## src/rtl/overture_pkg.sv

```systemverilog
// Shared constants and instruction decode helpers for the Overture I/O responder.
package overture_pkg;

    // COPY opcode field (instr[7:6]) and the register index of the I/O port.
    localparam logic [1:0] OPC_COPY = 2'b10;
    localparam logic [2:0] REG_IO   = 3'd6;

    // A COPY whose source register is the I/O port reads one input byte.
    function automatic logic is_io_read(input logic [7:0] instr);
        return (instr[7:6] == OPC_COPY) && (instr[5:3] == REG_IO);
    endfunction

    // A COPY whose destination register is the I/O port writes one output byte.
    function automatic logic is_io_write(input logic [7:0] instr);
        return (instr[7:6] == OPC_COPY) && (instr[2:0] == REG_IO);
    endfunction

endpackage

```

## src/rtl/overture_byte_fifo.sv

```systemverilog
// Byte-wide synchronous FIFO with registered storage and no write-to-read bypass.
// A push into an empty FIFO becomes visible at the head one cycle later.
// Push while full and pop while empty are ignored; push and pop together are both honoured.
module overture_byte_fifo #(
    parameter int DEPTH = 8
) (
    input  logic                       clk,
    input  logic                       reset_n,
    input  logic                       push,
    input  logic [7:0]                 push_data,
    input  logic                       pop,
    output logic [7:0]                 head,
    output logic                       full,
    output logic                       empty,
    output logic [$clog2(DEPTH):0]     count
);
    localparam int AW = $clog2(DEPTH);
    localparam logic [AW:0] FULL_CNT = (AW + 1)'(DEPTH);

    logic [7:0]    mem [DEPTH];
    logic [AW-1:0] wr_ptr;
    logic [AW-1:0] rd_ptr;
    logic [AW:0]   cnt;
    logic          do_push;
    logic          do_pop;

    assign full    = (cnt == FULL_CNT);
    assign empty   = (cnt == '0);
    assign count   = cnt;
    assign head    = mem[rd_ptr];
    assign do_push = push & ~full;
    assign do_pop  = pop & ~empty;

    // Storage, pointers and occupancy; pointers wrap naturally because DEPTH is a power of 2.
    always_ff @(posedge clk or negedge reset_n) begin
        if (!reset_n) begin
            wr_ptr <= '0;
            rd_ptr <= '0;
            cnt    <= '0;
            for (int i = 0; i < DEPTH; i++) begin
                mem[i] <= 8'h00;
            end
        end else begin
            if (do_push) begin
                mem[wr_ptr] <= push_data;
                wr_ptr      <= wr_ptr + 1'b1;
            end
            if (do_pop) begin
                rd_ptr <= rd_ptr + 1'b1;
            end
            cnt <= cnt + (AW + 1)'(do_push) - (AW + 1)'(do_pop);
        end
    end

endmodule

```

## src/rtl/overture_io_responder.sv

```systemverilog
// Host-side responder for the Overture CPU I/O register: feeds input bytes to the
// CPU, captures its output writes, and withholds run enable while an I/O
// instruction cannot complete.
//
// Host streams use valid/ready: a byte transfers on a rising edge where both
// valid and ready are high; valid never depends on ready.
module overture_io_responder
    import overture_pkg::*;
#(
    parameter int IN_DEPTH  = 8,
    parameter int OUT_DEPTH = 8,
    parameter int CNT_W     = 16
) (
    input  logic             clk,
    input  logic             reset_n,
    input  logic             run_req,
    output logic             cpu_run,
    input  logic [7:0]       cpu_instr,
    input  logic [7:0]       cpu_out_port,
    output logic [7:0]       cpu_in_port,
    input  logic [7:0]       in_data,
    input  logic             in_valid,
    output logic             in_ready,
    output logic [7:0]       out_data,
    output logic             out_valid,
    input  logic             out_ready,
    output logic             stalled,
    output logic [CNT_W-1:0] in_consumed,
    output logic [CNT_W-1:0] out_produced
);
    localparam int ICW = $clog2(IN_DEPTH) + 1;
    localparam int OCW = $clog2(OUT_DEPTH) + 1;
    localparam logic [OCW-1:0] OUT_LAST = OCW'(OUT_DEPTH - 1);

    logic           is_rd;
    logic           is_wr;
    logic           in_full;
    logic           in_empty;
    logic [ICW-1:0] in_count;
    logic [7:0]     in_head;
    logic           out_full;
    logic           out_empty;
    logic [OCW-1:0] out_count;
    logic           out_full_eff;
    logic           pend_out;
    logic           alive;
    logic           fire_rd;
    logic           fire_wr;
    logic           in_push;
    logic           out_pop;

    assign is_rd = is_io_read(cpu_instr);
    assign is_wr = is_io_write(cpu_instr);

    // A byte already committed by the CPU (pend_out) occupies a slot even before it lands.
    assign out_full_eff = out_full | (pend_out & (out_count == OUT_LAST));

    // Stall and run enable; reset_n gating keeps both low while reset is asserted.
    always_comb begin
        stalled = 1'b0;
        cpu_run = 1'b0;
        if (reset_n && run_req) begin
            stalled = (is_rd & in_empty) | (is_wr & out_full_eff);
            cpu_run = ~stalled;
        end
    end

    assign fire_rd = cpu_run & is_rd;
    assign fire_wr = cpu_run & is_wr;

    // alive holds in_ready low until the first edge after reset release.
    assign in_ready    = alive & ~in_full;
    assign in_push     = in_valid & in_ready;
    assign cpu_in_port = (in_count != '0) ? in_head : 8'h00;
    assign out_valid   = ~out_empty;
    assign out_pop     = out_valid & out_ready;

    overture_byte_fifo #(.DEPTH(IN_DEPTH)) u_in_fifo (
        .clk       (clk),
        .reset_n   (reset_n),
        .push      (in_push),
        .push_data (in_data),
        .pop       (fire_rd),
        .head      (in_head),
        .full      (in_full),
        .empty     (in_empty),
        .count     (in_count)
    );

    // The CPU's out_port only holds the written byte after the fire edge, so it is pushed one cycle later.
    overture_byte_fifo #(.DEPTH(OUT_DEPTH)) u_out_fifo (
        .clk       (clk),
        .reset_n   (reset_n),
        .push      (pend_out),
        .push_data (cpu_out_port),
        .pop       (out_pop),
        .head      (out_data),
        .full      (out_full),
        .empty     (out_empty),
        .count     (out_count)
    );

    // Pending-capture flag, post-reset enable and wrapping transfer counters.
    always_ff @(posedge clk or negedge reset_n) begin
        if (!reset_n) begin
            alive        <= 1'b0;
            pend_out     <= 1'b0;
            in_consumed  <= '0;
            out_produced <= '0;
        end else begin
            alive    <= 1'b1;
            pend_out <= fire_wr;
            if (fire_rd) begin
                in_consumed <= in_consumed + 1'b1;
            end
            if (pend_out) begin
                out_produced <= out_produced + 1'b1;
            end
        end
    end

endmodule

```

## config.mk

```make
export PLATFORM = sky130hd
export DESIGN_NAME = overture_io_responder
export DESIGN_NICKNAME = d
export VERILOG_FILES = /design/src/rtl/overture_pkg.sv /design/src/rtl/overture_byte_fifo.sv /design/src/rtl/overture_io_responder.sv
export SDC_FILE = /design/constraint.sdc
export NUM_CORES = 1
export LEC_CHECK = 0
export CAP_MARGIN = 20
export CORE_MARGIN = 2
export CORE_UTILIZATION = 52
export DETAILED_ROUTE_END_ITERATION = 8
export PLACE_DENSITY = 0.76
export SYNTH_ARGS = -nofsm -noshare
export SYNTH_HDL_FRONTEND = slang
export SYNTH_SLANG_ARGS = --single-unit
```

## constraint.sdc

```tcl
create_clock -name clk -period 2.87 [get_ports clk]
set_clock_uncertainty 0.05 [all_clocks]
set_input_delay 0.7175 -clock clk [delete_from_list [all_inputs] [get_ports clk]]
set_output_delay 0.7175 -clock clk [all_outputs]
set_load 0.005 [all_outputs]
```

==> Implementation_results.wiki, run 1 <==
{| class="wikitable"
! Metric !! Value
|-
| Chip Width || around 130 um
|-
| Antenna violation net count after detailed routing || 0
|-
| Wire length of the first global-routing pass || slightly below 30000 um
|-
| Path type of the worst min-delay path || primary input to asynchronous set/reset pin
|-
| Clock slew seen by the registers of the worst setup and hold paths || approximately 0.07 ns
|-
| Placed inst area || ~0.01 mm^2
|-
| Most common cell after layout, fill and taps aside || dfrtp_1
|-
| Antenna violations before repair || 0
|-
| Highest routing layer actually used || met4
|-
| Count of H-tree levels built during CTS || 4
|-
| Count of inserted antenna diode cells || 0
|-
| Number of hold violations in the final report || 0
|-
| Peak supply drop || approximately 0.00047 V
|-
| Number of detailed-route iterations in the first pass || 5
|-
| WHS || roughly 0.39 ns
|-
| Average via count per standard cell || roughly 5.6
|-
| Master cell of the clock root buffer || clkbuf_16
|-
| Ys flop type || dfrtp_1
|-
| Wire length on met1 || roughly 7500 um
|-
| Global routing usage summed across all routing layers || roughly a fifth
|-
| Crit Path Class || flip-flop to primary output
|-
| Data arrival time of the critical path || approximately 2.1 ns
|-
| Worst slew margin relative to its limit || about a third
|-
| WL per Instance || between 15 and 20 um
|-
| Distinct cell type count after synthesis || 43
|-
| Via count of the first global-routing pass || a little under 6k
|-
| DRC Markers || 0
|-
| Max Clock Freq || approximately 340 MHz
|-
| Number of clock sinks seen by CTS || ~180
|-
| Leakage Power || around 4.8 nW
|-
| Total power divided by cell area || just over 800 mW/mm^2
|-
| Total of flip-flops plus latches after synthesis || around 180
|-
| Count of endpoints failing setup in the final report || 1
|-
| Overall die height || ~130 um
|-
| Starting DRT DRC Count || slightly above 300
|-
| Fraction of the cycle the final worst path needs || 101%
|-
| Leading cell types in the layout, fill and taps excluded || dfrtp_1, mux2_2, clkdlybuf4s50_1, mux4_2, buf_4
|-
| Detailed-routed wire length on met3 || 672 um
|-
| Relative area change from synthesis to final layout || 23.6%
|-
| Number of enable flip-flop cells after synthesis || 0
|-
| Effective utilization at floorplan || between 50% and 60%
|-
| Met2 routed wirelength || roughly 9400 um
|-
| Port bufs || 80
|-
| Overflow left after global routing || 0
|-
| Synthesis warning total || 0
|-
| Pin count of the biggest net entering global routing || about 180
|-
| Largest fanout on the critical path || 2
|-
| Post-layout power || between 8 and 9 mW
|-
| Count of vias placed by the detailed router || 5241
|-
| Sort of element at the end of the critical path || primary output
|-
| Longest Clk Path Bufs || 2
|-
| Clock insertion delay at the later pin of the skew report || between 0.4 and 0.5 ns
|-
| Post-Synthesis Cells || around 600
|-
| Worst setup timing slack at the placement stage || -0.385 ns
|-
| Proportion of synthesized flip-flops having asynchronous set or reset || between 90% and 100%
|-
| Share of final-layout standard cells stronger than drive strength 1 || around 38%
|-
| Detail Placement HPWL || between 10000 and 15000 um
|-
| TritonCTS clock tree || yes
|-
| RSZ-0062 raised after global routing || yes
|-
| Top-Level Pins || 81
|-
| Final Max Tran Viols || 0
|-
| Depth of the most critical reg-to-reg path || 13
|-
| Startpoint kind of the worst setup timing path || flip-flop
|-
| Data required, critical path || approximately 2.1 ns
|-
| Routability Congestion || just under 0.8
|-
| Final layout net count || ~760
|-
| Result of the run || finished, violations left
|-
| Sequential fraction of the synthesis area || a little over half
|-
| Wire length reported by the detailed router || roughly 18000 um
|-
| Overall die area || approximately 0.018 mm^2
|-
| Final std cell area, no fill || about 0.011 mm^2
|-
| Combined area of all synthesized cells || approximately 0.0086 mm^2
|-
| Worst Setup Slack, final || -0.0327 ns
|-
| Failing checks || negative setup slack
|-
| Syn Area/Cell || 14.3 um^2
|-
| Min Tclk post-route || between 2 and 3 ns
|-
| Total of max-cap violations || 0
|-
| # rows || between 40 and 50
|-
| Final total negative setup slack || -0.0327 ns
|-
| Number of buffers created by CTS || 17
|-
| Tightest Pin Transition || a little under 1 ns
|-
| Area of the placeable core || roughly 0.016 mm^2
|-
| Post-Syn Nets || approximately 650
|}
[cells in the mapped netlist (all sizes together) (2+ instances only)]
| library cell | number | share of area [%] |
|---|---|---|
| inv | 22 | 0.96 |
| nand2 | 17 | 0.74 |
| fa | 2 | 0.47 |
| dfrtp | 182 | 53 |
| ha | 19 | 2.8 |
| nor4 | 13 | 0.95 |
| mux4 | 32 | 8.4 |
| nor4b | 3 | 0.31 |
| nand4b | 2 | 0.35 |
| nand4 | 13 | 1.0 |
| nand2b | 4 | 0.29 |
| or3b | 2 | 0.23 |
| nor3b | 3 | 0.38 |
| nor3 | 4 | 0.36 |
| mux2 | 141 | 19 |
| nand3 | 17 | 1.1 |
| clkbuf | 10 | 0.44 |
| and2 | 5 | 0.38 |
| a21o | 2 | 0.17 |
| nor2 | 18 | 0.79 |
| buf | 17 | 0.99 |
| or3 | 5 | 0.36 |
| a21oi | 3 | 0.17 |
| mux2i | 8 | 0.93 |
| and4 | 4 | 0.41 |
| xnor2 | 21 | 2.1 |
| and3 | 5 | 0.36 |
| xor2 | 21 | 2.1 |
[metrics by stage]
step,utilization [%],cells
global placement,61.1,893
finish,66.3,943
detailed placement,61.1,893
global route,66.3,943
CTS,65.6,938
floorplan,-,601
[layout make-up]
type / instances / area, um^2
inverter: 22 / 82.6
multi-input combinational: 370 / 3890
clock buffer: 18 / 429
tap: 216 / 270
clock inverter: 14 / 151
timing repair buffer: 121 / 1230
sequential: 182 / 4560
fill: 1153 / 5390
[timing repair]
item                       in CTS  in global routing
cloned                          2                  2
hold buffers                    0                  0
resized for setup              38                 29
setup endpoints to repair      21                 20
pin swaps                       1                  7
buffers inserted               12                  4
[critical path, stage by stage (launching register included)]
cell and delay, ns:
dfrtp_1 0.39, inv_2 0.07, ha_1 0.13, or3b_4 0.40, a2111oi_4 0.35, buf_4 0.19, a211oi_1 0.05, buf_2 0.14
[routing by layer]
| metal | GRT usage (%) | up-vias |
|---|---|---|
| li1 | - | 2408 |
| met1 | 27.2 | 2708 |
| met2 | 36.7 | 105 |
| met3 | 4.06 | 20 |
| met4 | 6.81 | 0 |
| met5 | 0 | - |
[sequential cells by signal (all words and copies together), names as in the netlist]
| name | count |
|---|---|
| in_consumed | 16 |
| u_out_fifo.rd_ptr | 3 |
| out_produced | 16 |
| u_in_fifo.mem | 64 |
| u_out_fifo.count | 4 |
| alive | 1 |
| u_out_fifo.mem | 64 |
| pend_out | 1 |
| u_out_fifo.wr_ptr | 3 |
| u_in_fifo.rd_ptr | 3 |
| u_in_fifo.wr_ptr | 3 |
| u_in_fifo.count | 4 |
[worst paths after layout]
kind                                       end  slack (ns)                 from
max                                    cpu_run       -0.03  u_out_fifo.count[2]
min in group clk              out_produced[15]        0.43     out_produced[15]
max in group asynchronous  u_in_fifo.rd_ptr[0]        1.62              reset_n
min reg2reg                   out_produced[15]        0.43     out_produced[15]
min                           out_produced[10]        0.39              reset_n
max reg2reg                 u_in_fifo.count[1]        0.08  u_out_fifo.count[2]
[logic make-up after synthesis]
logic type	Yosys count	synth area share [%]
multiplexers	181	27.9
adder cells (fa/ha/maj)	21	3.24
AND/OR/NAND/NOR	118	8.34
buffers and inverters	49	2.39
XOR/XNOR	42	4.28
flip-flops	182	53.0
other	1	0.0437
AO/OA/AOI/OAI	7	0.758
[power by group]
group          internal, mW  total, mW  switching, mW
registers              3.17       3.61          0.434
logic                  1.78       2.85           1.07
clock network          1.29       2.30           1.00
total                  6.24       8.75           2.51
Power figures use the tool's default switching activity.
==> inputs of run 2 (changes only) <==
CORE_UTILIZATION = 54   (was 52)
CTS_BUF_LIST = sky130_fd_sc_hd__clkbuf_8   (was not set)
PLACE_DENSITY = 0.79   (was 0.76)
==> Implementation_results.wiki, run 2 (synthesized netlist as in run 1, its figures left out) <==
{| class="wikitable"
! Metric !! Value
|-
| Largest fanout on the critical path || 2
|-
| Antenna violation net count after detailed routing || 0
|-
| Peak supply drop || 0.000608 V
|-
| Beginning of the worst register-to-register path || u_out_fifo.count[2]
|-
| TritonCTS clock tree || yes
|-
| Hold-fix buffers, CTS || 0
|-
| Clock slew seen by the registers of the worst setup and hold paths || around 0.090 ns
|-
| Port bufs || 80
|-
| Count of vias placed by the detailed router || 5421
|-
| Number of hold violations in the final report || 0
|-
| Number of buffers created by CTS || 17
|-
| Count of inserted antenna diode cells || 0
|-
| Startpoint kind of the worst setup timing path || flip-flop
|-
| Share of final-layout standard cells stronger than drive strength 1 || between 40% and 50%
|-
| Overall die area || approximately 0.017 mm^2
|-
| Wire length of the first global-routing pass || 29800 um
|-
| Wire length reported by the detailed router || 18900 um
|-
| RSZ-0062 raised after global routing || yes
|-
| Largest stage delay, worst path || between 0.4 and 0.5 ns
|-
| Leakage Power || roughly 4.8 nW
|-
| Worst slew margin relative to its limit || 35.3%
|-
| WL per Instance || between 15 and 20 um
|-
| # rows || 46
|-
| Final Max Tran Viols || 0
|-
| Overall die height || 130 um
|-
| Result of the run || finished, violations left
|-
| Chip Width || roughly 130 um
|-
| Total of max-cap violations || 0
|-
| Longest Clk Path Bufs || 2
|-
| Clock insertion delay at the later pin of the skew report || approximately 0.46 ns
|-
| Effective utilization at floorplan || between 50% and 60%
|-
| Area of the placeable core || about 0.016 mm^2
|-
| Average via count per standard cell || roughly 5.6
|-
| Routability Congestion || 0.799
|-
| Depth of the most critical reg-to-reg path || 13
|-
| Antenna violations before repair || 0
|-
| Leading cell types in the layout, fill and taps excluded || dfrtp_1, mux2_2, clkdlybuf4s50_1, buf_4, mux4_2
|-
| Overflow left after global routing || 0
|-
| Data required, critical path || 2.10 ns
|-
| Pin count of the biggest net entering global routing || 183
|-
| Number of filler instances in the final layout || roughly 1.1k
|-
| Count of H-tree levels built during CTS || 4
|-
| Detail Placement HPWL || roughly 12000 um
|-
| Total power divided by cell area || between 800 and 900 mW/mm^2
|-
| Number of detailed-route iterations in the first pass || 4
|-
| Min Tclk post-route || a little under 3 ns
|-
| Fraction of the cycle the final worst path needs || 103%
|-
| Global routing usage summed across all routing layers || between 20% and 30%
|-
| Top flop regs || u_in_fifo.mem (64), u_out_fifo.mem (64)
|-
| R2R Path End || u_in_fifo.count[1]
|-
| Failing checks || negative setup slack
|-
| Path type of the worst min-delay path || primary input to asynchronous set/reset pin
|-
| Setup slack on the worst flop-to-flop path || 0.07 ns
|-
| Via count of the first global-routing pass || 5742
|-
| Master cell of the clock root buffer || clkbuf_8
|-
| Top-Level Pins || 81
|-
| Max Clock Freq || 339 MHz
|-
| Worst Setup Slack, final || -0.0830 ns
|-
| Starting DRT DRC Count || ~310
|-
| Final total negative setup slack || -0.301 ns
|-
| Number of clock sinks seen by CTS || between 150 and 200
|-
| DRC Markers || 0
|-
| Series of cell instances along the critical path || inv_2, ha_4, or3b_4, a2111oi_4, buf_4, a211oi_4, buf_2
|-
| Crit Path Class || flip-flop to primary output
|-
| Count of endpoints failing setup in the final report || 7
|-
| Final layout net count || roughly 790
|-
| Relative area change from synthesis to final layout || 25.0%
|-
| Slowest stage cell on the critical path || dfrtp_1
|-
| Post-layout power || approximately 8.7 mW
|-
| Sort of element at the end of the critical path || primary output
|-
| Tightest Pin Transition || ~0.97 ns
|-
| Data arrival time of the critical path || 2.19 ns
|-
| Most common cell after layout, fill and taps aside || dfrtp_1
|}
[run 2: cell count changes in the layout (fill, tap and decap cells not counted), moves of 3 or more]
| cell | delta |
|---|---|
| buf_4 | +8 |
| clkbuf_16 | -17 |
| buf_6 | +20 |
| clkbuf_8 | +20 |
| clkdlybuf4s15_1 | -13 |
| clkbuf_2 | +4 |
| buf_2 | +6 |
| clkinv_4 | -3 |
[run 2: layer usage]
| metal | up-vias | GRT usage (%) | routed length (um) |
|---|---|---|---|
| li1 | 2453 | - | - |
| met1 | 2821 | 29.1 | 8000 |
| met2 | 111 | 40.8 | 9900 |
| met3 | 36 | 5.21 | 598 |
| met4 | 0 | 7.34 | 371 |
| met5 | - | 0 | 0 |
[run 2: repair_timing]
item / in CTS / in global routing
gates resized for setup: 83 / 46
endpoints found under the setup margin: 22 / 20
cloned: 3 / 0
buffers inserted: 29 / 14
pin swaps: 8 / 12
[run 2: power breakdown]
group | total, mW | switching, mW | internal [mW]
Sequential | 3.61 | 0.438 | 3.17
Clock | 1.94 | 0.925 | 1.02
Combinational | 3.20 | 1.17 | 2.02
[run 2: worst max-delay path by stage]
stage	from	to	slack, ns	depth (start not counted)
final	u_out_fifo.count[2]	cpu_run	-0.08	7
after global placement	cpu_instr[6]	stalled	-0.25	6
after global routing	u_out_fifo.count[2]	cpu_run	-0.15	7
after detailed placement	cpu_instr[6]	u_in_fifo.count[3]	-0.38	12
after floorplan	u_out_fifo.count[2]	u_in_fifo.count[2]	0.03	11
after CTS	u_out_fifo.rd_ptr[0]	out_data[5]	-0.19	5
[run 2: area by class of cell]
class	instances	area, um^2	area share (%)
inverters	22	85.1	0.793
well taps	216	270	2.52
flip-flops and latches	182	4560	42.5
multi-input cells	370	3930	36.6
clock buffers	20	275	2.57
clock inverters	11	173	1.61
repair buffers	146	1440	13.4
[run 2: through the flow]
stage / hold slack, ns / area, um^2 / std cells / setup slack [ns] / util, %
2_1_floorplan: 0.372 / 8590 / 601 / 0.0277 / -
6_report: 0.346 / 10700 / 967 / -0.0830 / 68.3
5_1_grt: 0.434 / 10700 / 967 / -0.152 / 68.3
3_5_place_dp: 0.419 / 9800 / 896 / -0.382 / 62.4
4_1_cts: 0.432 / 10600 / 958 / -0.191 / 67.3
3_3_place_gp: 0.409 / 9800 / 896 / -0.253 / 62.4
[run 2: critical path, delay by kind of cell, from the launching register on]
family | cells | cell delay [ns]
buffers and inverters | 3 | 0.43
AOI/OAI and AO/OA | 2 | 0.36
and+or+nand+nor | 1 | 0.40
DFF | 1 | 0.41
adders and majority gates | 1 | 0.11
